[config.mk]
export PLATFORM = sky130hd
export DESIGN_NAME = tv80_mcycle_seq_flat
export DESIGN_NICKNAME = d
export VERILOG_FILES = /design/src/rtl/tv80_pkg.sv /design/src/rtl/tv80_mcycle_seq_if.sv /design/src/rtl/tv80_tstate_cnt.sv /design/src/rtl/tv80_mcycle_seq.sv /design/src/flat_wrapper.sv
export SDC_FILE = /design/constraint.sdc
export NUM_CORES = 1
export LEC_CHECK = 0
export CORE_MARGIN = 10
export CORE_UTILIZATION = 48
export CTS_CLUSTER_DIAMETER = 120
export DETAILED_ROUTE_END_ITERATION = 12
export GPL_ROUTABILITY_DRIVEN = 0
export GPL_TIMING_DRIVEN = 1
export PLACE_DENSITY = 0.82
export SLEW_MARGIN = 15
export SYNTH_ARGS = -nofsm -noshare
export SYNTH_HDL_FRONTEND = slang
export SYNTH_SLANG_ARGS = --single-unit
[constraint.sdc]
create_clock -name clk -period 5.7 [get_ports clk]
set_clock_uncertainty 0.1 [all_clocks]
set_input_delay 0.57 -clock clk [delete_from_list [all_inputs] [get_ports clk]]
set_output_delay 0.57 -clock clk [all_outputs]
set_load 0.05 [all_outputs]
[src/rtl/tv80_pkg.sv]
// Shared TV80 encodings: decoder prefix codes, instruction-set and index-register
// selectors, core-mode constants and a one-hot index helper.
package tv80_pkg;

  typedef enum logic [1:0] {
    PFX_NONE = 2'b00,
    PFX_CB   = 2'b01,
    PFX_ED   = 2'b10,
    PFX_XY   = 2'b11
  } prefix_e;

  typedef enum logic [1:0] {
    ISET_BASE = 2'b00,
    ISET_CB   = 2'b01,
    ISET_ED   = 2'b10
  } iset_e;

  typedef enum logic [1:0] {
    XY_HL = 2'b00,
    XY_IX = 2'b01,
    XY_IY = 2'b10
  } xy_e;

  localparam int MODE_Z80  = 0;
  localparam int MODE_FAST = 1;
  localparam int MODE_8080 = 2;
  localparam int MODE_GB   = 3;

  // 1-based position of the set bit in a one-hot vector (0 if no bit is set).
  function automatic logic [2:0] oh_index(input logic [6:0] oh);
    logic [2:0] idx;
    idx = 3'd0;
    for (int i = 0; i < 7; i++) begin
      if (oh[i]) idx = 3'(i + 1);
    end
    return idx;
  endfunction

endpackage

[src/rtl/tv80_mcycle_seq_if.sv]
// Decoder-to-sequencer bundle: decoder inputs and counter/prefix outputs.
interface tv80_mcycle_seq_if #(
  parameter int MAX_MCYC = 7
);
  logic                cen;
  logic                wait_n;
  logic [2:0]          mcycles;
  logic [2:0]          tstates;
  logic [1:0]          prefix;
  logic                ir5;
  logic [MAX_MCYC-1:0] mcycle;
  logic [6:0]          tstate;
  logic [1:0]          iset;
  logic [1:0]          xy_state;
  logic                last_t;
  logic                last_m;

  modport master (
    output cen, wait_n, mcycles, tstates, prefix, ir5,
    input  mcycle, tstate, iset, xy_state, last_t, last_m
  );

  modport slave (
    input  cen, wait_n, mcycles, tstates, prefix, ir5,
    output mcycle, tstate, iset, xy_state, last_t, last_m
  );
endinterface

[src/rtl/tv80_tstate_cnt.sv]
// One-hot T-state counter with per-mode length override, minimum-length clamp
// and T2 wait-state hold.
module tv80_tstate_cnt
  import tv80_pkg::*;
#(
  parameter int Mode    = 0,
  parameter int WAIT_EN = 1
) (
  input  logic       clk,
  input  logic       reset_n,
  input  logic       cen_i,
  input  logic       wait_n_i,
  input  logic [2:0] tstates_i,
  input  logic       is_m1_i,
  output logic [6:0] tstate_o,
  output logic       last_t_o,
  output logic       t_wrap_o
);

  logic [6:0] tstate_q, tstate_d;
  logic [2:0] teff;
  logic [2:0] tIdx;
  logic       waitHold;

  // Fast Z80 and GB run fixed-length non-M1 cycles regardless of the decoder.
  always_comb begin
    teff = tstates_i;
    if (!is_m1_i && Mode == MODE_FAST) begin
      teff = 3'd3;
    end else if (!is_m1_i && Mode == MODE_GB) begin
      teff = 3'd4;
    end
    if (teff < 3'd3) teff = 3'd3;
  end

  always_comb begin
    tIdx     = oh_index(tstate_q);
    waitHold = cen_i && (WAIT_EN != 0) && tstate_q[1] && !wait_n_i;
    // Wrapping on >= keeps the counter one-hot if the decoder shortens a cycle late.
    t_wrap_o = cen_i && !waitHold && (tIdx >= teff);
    last_t_o = (tIdx == teff) && !waitHold;
    tstate_d = tstate_q;
    if (cen_i && !waitHold) begin
      if (tIdx >= teff) tstate_d = 7'b000_0001;
      else              tstate_d = tstate_q << 1;
    end
  end

  always_ff @(posedge clk or negedge reset_n) begin
    if (!reset_n) tstate_q <= 7'b000_0001;
    else          tstate_q <= tstate_d;
  end

  assign tstate_o = tstate_q;

endmodule

[src/rtl/tv80_mcycle_seq.sv]
// TV80 machine-cycle sequencer: one-hot M-cycle counter and instruction-set /
// index-register prefix state, driven by the T-state counter's wrap pulse.
module tv80_mcycle_seq
  import tv80_pkg::*;
#(
  parameter int Mode     = 0,
  parameter int MAX_MCYC = 7,
  parameter int WAIT_EN  = 1
) (
  input logic               clk,
  input logic               reset_n,
  tv80_mcycle_seq_if.slave  bus
);

  logic [MAX_MCYC-1:0] mcycle_q, mcycle_d;
  logic [1:0]          iset_q, iset_d;
  logic [1:0]          xy_q, xy_d;
  logic [2:0]          meff;
  logic [2:0]          mIdx;
  logic                tWrap;
  logic                instrEnd;
  logic [6:0]          tstate;
  logic                lastT;

  tv80_tstate_cnt #(
    .Mode    (Mode),
    .WAIT_EN (WAIT_EN)
  ) u_tstate_cnt (
    .clk       (clk),
    .reset_n   (reset_n),
    .cen_i     (bus.cen),
    .wait_n_i  (bus.wait_n),
    .tstates_i (bus.tstates),
    .is_m1_i   (mcycle_q[0]),
    .tstate_o  (tstate),
    .last_t_o  (lastT),
    .t_wrap_o  (tWrap)
  );

  always_comb begin
    meff = bus.mcycles;
    if (bus.mcycles == 3'd0) begin
      meff = 3'd1;
    end else if (int'(bus.mcycles) > MAX_MCYC) begin
      meff = 3'(MAX_MCYC);
    end
  end

  always_comb begin
    mIdx     = oh_index(7'(mcycle_q));
    instrEnd = tWrap && (mIdx >= meff);
    mcycle_d = mcycle_q;
    if (instrEnd)   mcycle_d = MAX_MCYC'(1);
    else if (tWrap) mcycle_d = mcycle_q << 1;
  end

  // CB keeps the index selection so DDCB/FDCB still address IX/IY.
  always_comb begin
    iset_d = iset_q;
    xy_d   = xy_q;
    if (instrEnd) begin
      case (bus.prefix)
        PFX_NONE: begin iset_d = ISET_BASE; xy_d = XY_HL; end
        PFX_CB:   begin iset_d = ISET_CB; end
        PFX_ED:   begin iset_d = ISET_ED;   xy_d = XY_HL; end
        default:  begin iset_d = ISET_BASE; xy_d = bus.ir5 ? XY_IY : XY_IX; end
      endcase
    end
  end

  always_ff @(posedge clk or negedge reset_n) begin
    if (!reset_n) begin
      mcycle_q <= MAX_MCYC'(1);
      iset_q   <= ISET_BASE;
      xy_q     <= XY_HL;
    end else begin
      mcycle_q <= mcycle_d;
      iset_q   <= iset_d;
      xy_q     <= xy_d;
    end
  end

  assign bus.mcycle   = mcycle_q;
  assign bus.tstate   = tstate;
  assign bus.iset     = iset_q;
  assign bus.xy_state = xy_q;
  assign bus.last_t   = lastT;
  assign bus.last_m   = (mIdx == meff);

endmodule

[src/flat_wrapper.sv]
// flat-port wrapper written by rule: the top's interface ports become plain ports
module tv80_mcycle_seq_flat import tv80_pkg::*;
#(
  parameter int Mode     = 0,
  parameter int MAX_MCYC = 7,
  parameter int WAIT_EN  = 1
)
  (clk, reset_n, bus_cen, bus_wait_n, bus_mcycles, bus_tstates, bus_prefix, bus_ir5, bus_mcycle, bus_tstate, bus_iset, bus_xy_state, bus_last_t, bus_last_m);
  tv80_mcycle_seq_if #(.MAX_MCYC(MAX_MCYC)) bus_i ();
  input logic clk;
  input logic reset_n;
  input wire logic [$bits(bus_i.cen)-1:0] bus_cen;
  input wire logic [$bits(bus_i.wait_n)-1:0] bus_wait_n;
  input wire logic [$bits(bus_i.mcycles)-1:0] bus_mcycles;
  input wire logic [$bits(bus_i.tstates)-1:0] bus_tstates;
  input wire logic [$bits(bus_i.prefix)-1:0] bus_prefix;
  input wire logic [$bits(bus_i.ir5)-1:0] bus_ir5;
  output wire logic [$bits(bus_i.mcycle)-1:0] bus_mcycle;
  output wire logic [$bits(bus_i.tstate)-1:0] bus_tstate;
  output wire logic [$bits(bus_i.iset)-1:0] bus_iset;
  output wire logic [$bits(bus_i.xy_state)-1:0] bus_xy_state;
  output wire logic [$bits(bus_i.last_t)-1:0] bus_last_t;
  output wire logic [$bits(bus_i.last_m)-1:0] bus_last_m;
  assign bus_i.cen = bus_cen;
  assign bus_i.wait_n = bus_wait_n;
  assign bus_i.mcycles = bus_mcycles;
  assign bus_i.tstates = bus_tstates;
  assign bus_i.prefix = bus_prefix;
  assign bus_i.ir5 = bus_ir5;
  assign bus_mcycle = bus_i.mcycle;
  assign bus_tstate = bus_i.tstate;
  assign bus_iset = bus_i.iset;
  assign bus_xy_state = bus_i.xy_state;
  assign bus_last_t = bus_i.last_t;
  assign bus_last_m = bus_i.last_m;
  tv80_mcycle_seq #(.Mode(Mode), .MAX_MCYC(MAX_MCYC), .WAIT_EN(WAIT_EN)) u_core (.clk(clk), .reset_n(reset_n), .bus(bus_i));
endmodule
* After elaboration in Yosys (flattened, before gate mapping)
Cells that the tools add are included.
Storage, ports and cells: bits in registers 18, input bits 13, output and inout bits 20
Cells by class: order comparisons 3, equal/unequal tests 4, multiplexer cells 22, bitwise logic cells 1, reduce and logical (&&, ||, !) cells 13
Operators by type and width (count):
- $mux 3 | 12
- $mux 7 | 3
- $pmux 2 s2 | 2
- $eq 3x3->1 | 2
- $ge 3x3->1 | 2
- $logic_and 1x1->1 | 6
- $mux 2 | 3
- $logic_not 3->1 | 1
- $lt 3x2->1 const B | 1
- $eq 2x1->1 const B | 1
- $eq 2x2->1 const B | 1
- $logic_not 1->1 | 2
- $logic_not 2->1 | 1
- $mux 1 | 2
- $reduce_and 2->1 | 1
- $reduce_bool 2->1 | 1
- $reduce_or 2->1 | 1
- $not 1->1 | 1

* Logic depth before layout (Yosys ltp)
Gate-level depths: netlist (run 1).
depth in word-level cells 11, gate-level depth with buffers 10

* Cells and area by module
Synthesis (run 1) repeated with hierarchy kept, for this count alone.
Unflattened totals: cell total of the unflattened synthesis 109, area total of the unflattened synthesis 1079.8 um^2
Modules (own cells, without submodules):
- tv80_mcycle_seq | times used 1, cells each 61, area an instance 604.3 um^2, sequential area each 276.5 um^2
- tv80_tstate_cnt | times used 1, cells each 48, area an instance 475.5 um^2, sequential area each 176.4 um^2

* Worst setup path before layout (run 1)
Ideal clock, no wire load.
path kind register to output, start register u_core.u_tstate_cnt.tstate_q[0], in the netlist u_core.u_tstate_cnt.tstate_o[0], end output bus_last_t, arrival time 2.195 ns, slack 2.835 ns, stages on the path, launching flop included 7, path buffers 0, cells stage by stage dfstp_2 a21oi_1 o21bai_1 a21oi_1 ha_1 nand3_1 a31oi_1
On the way: cells in the longest elaborated chain, start to end 9
Ends and longest elaborated chain:
- start: declaration | RTL line tv80_tstate_cnt.sv:20 | logic [6:0] tstate_q, tstate_d;
- start signal: assignment | RTL line tv80_tstate_cnt.sv:51 | else tstate_q <= tstate_d;
- $mux 1 | RTL line tv80_pkg.sv:34 | if (oh[i]) idx = 3'(i + 1);
- $mux 2 (2 in a row) | RTL line tv80_pkg.sv:34
- $mux 3 (4 in a row) | RTL line tv80_pkg.sv:34
- $eq 3x3->1 | RTL line tv80_tstate_cnt.sv:41 | last_t_o = (tIdx == teff) && !waitHold;
- $logic_and 1x1->1 | RTL line tv80_tstate_cnt.sv:41
- end: declaration | RTL line flat_wrapper.sv:22 | output wire logic [$bits(bus_i.last_t)-1:0] bus_last_t;
No other way between the ends.

* Final worst setup path (run 1)
Ends and elaborated chain as after synthesis.

==> run summary, run 1 <==
N_diodes = 0
Num CTS Buffers = 3
GRT overflow = 0
Final hold vios = 0
Die H = 66.0 um
Dpl ws = 2510 ps
First-pass iteration count of the detailed router = 4
Signal arrival time at the worst endpoint = 2520 ps
Total GRT Usage = 11.8%
R2r setup slk = 2930 ps
Area growth, synth to finish = 37.0%
Slowest cell on the critical path = clkdlybuf4s50_1
CP max stage delay = 830 ps
Final Max Slew Viols = 0
Relative slew margins = 47.2%
Fmax = 0.313 GHz
Syn nets = 137
Clock latency on the worst-skew pair = 290 ps
Mean post-synth cell area = 8.59 sq um
Largest area contributor in the netlist = dfrtp_1
Setup Fix Bufs, Post-CTS = 0
Cell family with most CP delay = buffers and inverters
Data required time of the worst path = 5030 ps
Setup ws final = 2510 ps
I/O Buffers = 32
Number of vias per cell = 5.18
Post-synth cell types = 25
Register bit total from synthesis = 18
# rows = 16
Crit path kind = reg2out
Routed WL = 2520 um
Most common cell in the netlist = nand2_1
Hold_buf cts = 0
Clock root cell = clkbuf_4
Vias = 917
Critical-path cell list = a21oi_1 -> o21bai_1 -> a21oi_1 -> ha_1 -> nand3_1 -> a31oi_1 -> clkdlybuf4s50_1
Seq/Total Area, Yosys = 44.7%
Fillers = 152
Max Cap Violations = 0
Synth cell count leaders = nand2_1, o21ai_0, dfrtp_1, inv_1, ha_1
Critical Path Fanout Max = 4
CTS Sinks = 18
Synth Instances = 118
Core area = 1980 sq um
Clock Tree Buf Depth = 2
HPWL Detailed = 1990 um
Post-synth EDFFs = 0
CP Capture Type = output port
Mapped cell area = 1010 sq um
First-pass GRT wire length = 4130 um
Largest net degree at the start of global routing = 24
Crit-path most repeated cell = a21oi_1
CTS tree = built
Clock H-tree levels = 1
Post-CTS sizing = 0
Share of the synthesized area in the top cell type = 39.5%
Post-layout min period = 3190 ps
I/O pins = 33
Worst-margin pin slew = 790 ps
Residual DRC count = 0
Placed cells = 173
CP Launch Type = register
Setup total negative slack = 0 ps
Ys Warns = 0
Die footprint = 4350 sq um
DRT iter0 DRCs = 31
Routed Antenna Nets = 0
Layout Cells excl Fill = 177
DR WL/cell = 14.2 um
Final number of setup-violating endpoints = 0
Final period util = 56.0%
Unrepaired setup endpoints after global routing = false
Largest cells by area after synthesis = dfrtp_1, o21ai_0, nand2_1
Vias in the first global route = 925
Reg clk slew, reported paths = 100 ps
Final #Nets = 170
Initial antenna violation count = 0
CP Buf/Inv Count = 1
Initial Utilization = 51.1%
Hold Crit Class = reg2reg
Status = completed
Die W = 66.0 um
Top_reg_cell synth = dfrtp_1
Share of cells above drive strength 1 = 8.67%
Synth async-reset ratio = 100%
-- layout by cell type, fill, tap and decap left out --
cell type / netlist / layout
clkbuf_4: 0 / 3
o21ai_1: 1 / 1
mux2_4: 1 / 1
mux2_2: 2 / 2
dfstp_2: 2 / 2
clkbuf_8: 0 / 1
mux2i_1: 1 / 1
inv_1: 9 / 9
clkdlybuf4s50_1: 0 / 32
or4_4: 1 / 1
a31oi_1: 2 / 2
nand3_1: 1 / 1
a21o_1: 2 / 2
or2_2: 1 / 1
dfrtp_1: 16 / 16
a31oi_2: 1 / 1
o21bai_1: 3 / 3
nor2b_1: 3 / 3
nor2_1: 5 / 5
ha_1: 6 / 6
nand2b_1: 3 / 3
or3_1: 1 / 1
nand2_1: 26 / 26
buf_4: 1 / 1
o21ai_0: 21 / 21
and3_1: 1 / 1
a21oi_1: 4 / 4
-- final timing paths --
path	startpoint	endpoint	cells after the start
max in group asynchronous	reset_n	u_core.bus.xy_state[0]	1
min in group asynchronous	reset_n	u_core.bus.iset[0]	1
max reg2reg	u_core.u_tstate_cnt.tstate_o[0]	u_core.bus.iset[1]	8
min reg2reg	u_core.u_tstate_cnt.tstate_o[0]	u_core.u_tstate_cnt.tstate_o[0]	2
min	u_core.u_tstate_cnt.tstate_o[0]	u_core.u_tstate_cnt.tstate_o[0]	2
max	u_core.u_tstate_cnt.tstate_o[0]	bus_last_t	7
-- flip-flops by register name (all words and copies together), names as in the netlist --
register                      cells
u_core.bus.iset                   2
u_core.u_tstate_cnt.tstate_o      7
u_core.bus.xy_state               2
u_core.bus.mcycle                 7
-- layer usage --
layer / vias up / GRT usage, % / wire length, um
li1: 460 / - / -
met1: 425 / 13.0 / 1030
met2: 28 / 20.2 / 1280
met3: 4 / 4.41 / 166
met4: 0 / 4.19 / 39
met5: - / 0 / 0
-- per-stage QoR --
step           cell area, sq um  util [%]  hold slack (ps)
2_1_floorplan              1010         -              174
3_3_place_gp               1350      68.2              374
3_5_place_dp               1350      68.2              386
4_1_cts                    1390      70.1              398
5_1_grt                    1390      70.1              418
6_report                   1390      70.1              396
-- tightest hold or removal path: stages (launching register included) --
cell and delay, ps:
dfstp_2 400, nand2_1 50, nand2_1 50
-- cells by family after synthesis --
logic type	synth area share, %
simple gates	18.6
buf+inv	5.56
fa+ha+maj	7.41
compound gates	19.0
flops	44.7
mux	4.69
-- final cells by class --
type	instances	area [sq um]	area share, %
inverter	9	33.8	2.43
sequential	18	453	32.6
tap	27	33.8	2.43
clock buffer	4	36.3	2.61
timing repair buffer	33	328	23.6
multi-input combinational	86	504	36.3
Power of run 1 is left out: the tool's default activity adds up to more than one toggle a clock period on the data nets, which glitch-free logic cannot reach.
==> run 2: changes to the inputs <==
--- a/config.mk
+++ b/config.mk
@@ -6,12 +6,12 @@
 export NUM_CORES = 1
 export LEC_CHECK = 0
 export CORE_MARGIN = 10
-export CORE_UTILIZATION = 48
+export CORE_UTILIZATION = 45
 export CTS_CLUSTER_DIAMETER = 120
 export DETAILED_ROUTE_END_ITERATION = 12
 export GPL_ROUTABILITY_DRIVEN = 0
 export GPL_TIMING_DRIVEN = 1
-export PLACE_DENSITY = 0.82
+export PLACE_DENSITY = 0.77
 export SLEW_MARGIN = 15
 export SYNTH_ARGS = -nofsm -noshare
 export SYNTH_HDL_FRONTEND = slang
==> constraint.sdc (replaced) <==
create_clock -name clk -period 3.3 [get_ports clk]
set_clock_uncertainty 0.1 [all_clocks]
set_input_delay 0.33 -clock clk [delete_from_list [all_inputs] [get_ports clk]]
set_output_delay 0.33 -clock clk [all_outputs]
set_load 0.05 [all_outputs]
==> run 2 against run 1 <==
  * Non-clock buffer count rose by 2
  * Critical endpoint unchanged
  * Flip-flop and latch count did not move
  * Count of clock-buffer cells in the layout did not move
==> run summary, run 2 (synthesis results as in run 1) <==
Status = completed
Core area = 2170 sq um (+9.5%)
Fin util = 64.8% (-5.3 points)
Setup total negative slack = 0 ps (unchanged)
Final Max Slew Viols = 0 (unchanged)
Clock Tree Buf Depth = 2 (unchanged)
Vias in the first global route = 900 (-2.7%)
CTS tree = built
Residual DRC count = 0 (unchanged)
First-pass iteration count of the detailed router = 4 (unchanged)
Data required time of the worst path = 2870 ps (-2160 ps)
Most frequent cells in the layout = clkdlybuf4s50_1, nand2_1, o21ai_0
Critical Path Fanout Max = 4 (unchanged)
Share of cells above drive strength 1 = 9.87% (+1.2 points)
Final #Nets = 172 (+1.2%)
Largest net degree at the start of global routing = 24 (unchanged)
M1 wire length = 991 um (-4.1%)
Clock root cell = clkbuf_4
Slowest cell on the critical path = clkdlybuf4s50_1
Vias = 895 (-2.4%)
Metal2 WL = 1300 um (+1.0%)
Uppermost layer routed = met4
DR WL/cell = 13.7 um (-3.7%)
Die footprint = 4550 sq um (+4.6%)
Cell family with most CP delay = buffers and inverters
CP Capture Type = output port
Final number of setup-violating endpoints = 0 (unchanged)
Clock latency on the worst-skew pair = 290 ps (about the same)
# rows = 17 (+1)
CP Buf/Inv Count = 1 (unchanged)
Die W = 67.5 um (+2.3%)
Routed WL = 2470 um (-2.0%)
Crit-path most repeated cell = a21oi_1
CP max stage delay = 820 ps (about the same)
Dpl ws = 628 ps (-1880 ps)
Area growth, synth to finish = 38.6%
Routed Antenna Nets = 0 (unchanged)
Critical-path cell list = a21oi_1 -> o21bai_1 -> a21oi_1 -> ha_1 -> nand3_1 -> a31oi_1 -> clkdlybuf4s50_1
Setup Fix Bufs, Post-CTS = 0 (unchanged)
Final period util = 88.1%
Signal arrival time at the worst endpoint = 2480 ps (-40 ps)
Crit path kind = reg2out
CTS Sinks = 18 (unchanged)
Hold Crit Class = in2async
HPWL Detailed = 2020 um (+1.3%)
Fmax = 0.344 GHz
Post-layout min period = 2910 ps
Initial antenna violation count = 0 (unchanged)
I/O Buffers = 32 (unchanged)
Unrepaired setup endpoints after global routing = false
Final hold vios = 0 (unchanged)
Clock H-tree levels = 1 (unchanged)
I/O pins = 33 (unchanged)
Met3 WL = 159 um (-4.2%)
Hold_buf cts = 0 (unchanged)
Initial Utilization = 46.7% (-4.4 points)
Relative slew margins = 47.3% (+0.15 points)
N_diodes = 0 (unchanged)
Reg clk slew, reported paths = 110 ps (about the same)
Worst-margin pin slew = 788 ps (-2.30 ps)
Post-CTS sizing = 0 (unchanged)
Num CTS Buffers = 3 (unchanged)
First-pass GRT wire length = 4170 um (+0.99%)
CP Launch Type = register
Setup ws final = 391 ps (-2120 ps)
GRT overflow = 0 (unchanged)
Max Cap Violations = 0 (unchanged)
Commonest non-fill, non-tap cell in the layout = clkdlybuf4s50_1
DRT iter0 DRCs = 41 (+32%)
Die H = 67.5 um (+2.3%)
Total GRT Usage = 11.7% (-0.090 points)
Number of vias per cell = 4.97 (-4.0%)
[run 2: changes by cell type in the layout (fill, tap and decap cells not counted), sizes merged]
| cell | delta |
|---|---|
| buf | +2 |
[run 2: area by class of cell]
type | instances | area [sq um]
fillers | 204 | 764
clock buffers | 4 | 36.3
flip-flops and latches | 18 | 453
well taps | 28 | 35.0
inverters | 9 | 33.8
multi-input cells | 86 | 504
repair buffers | 35 | 343
[run 2: path summary, 6_finish.rpt]
path | slack (ps) | cells after the start | endpoint | start
max | 390 | 7 | bus_last_t | u_core.u_tstate_cnt.tstate_o[0]
min reg2reg | 390 | 2 | u_core.u_tstate_cnt.tstate_o[0] | u_core.u_tstate_cnt.tstate_o[0]
max in group asynchronous | 2220 | 1 | u_core.bus.iset[1] | reset_n
min in group clk | 390 | 2 | u_core.u_tstate_cnt.tstate_o[0] | u_core.u_tstate_cnt.tstate_o[0]
min | 380 | 1 | u_core.bus.mcycle[4] | reset_n
max reg2reg | 810 | 8 | u_core.bus.xy_state[0] | u_core.u_tstate_cnt.tstate_o[0]
[run 2: stage by stage]
| stage | hold slack (ps) | std cells | cell area [sq um] |
|---|---|---|---|
| floorplan | -65.6 | 118 | 1010 |
| CTS | 398 | 180 | 1410 |
| detailed placement | 383 | 176 | 1370 |
| global route | 406 | 180 | 1410 |
| global placement | 372 | 176 | 1370 |
| finish | 384 | 180 | 1410 |
[run 2: layer usage]
layer,vias to the layer above,GRT usage [%]
met4,0,3.08
met5,-,0
li1,467,-
met2,17,20.0
met3,4,4.30
met1,407,13.5
Power of run 2 is left out for the same reason.
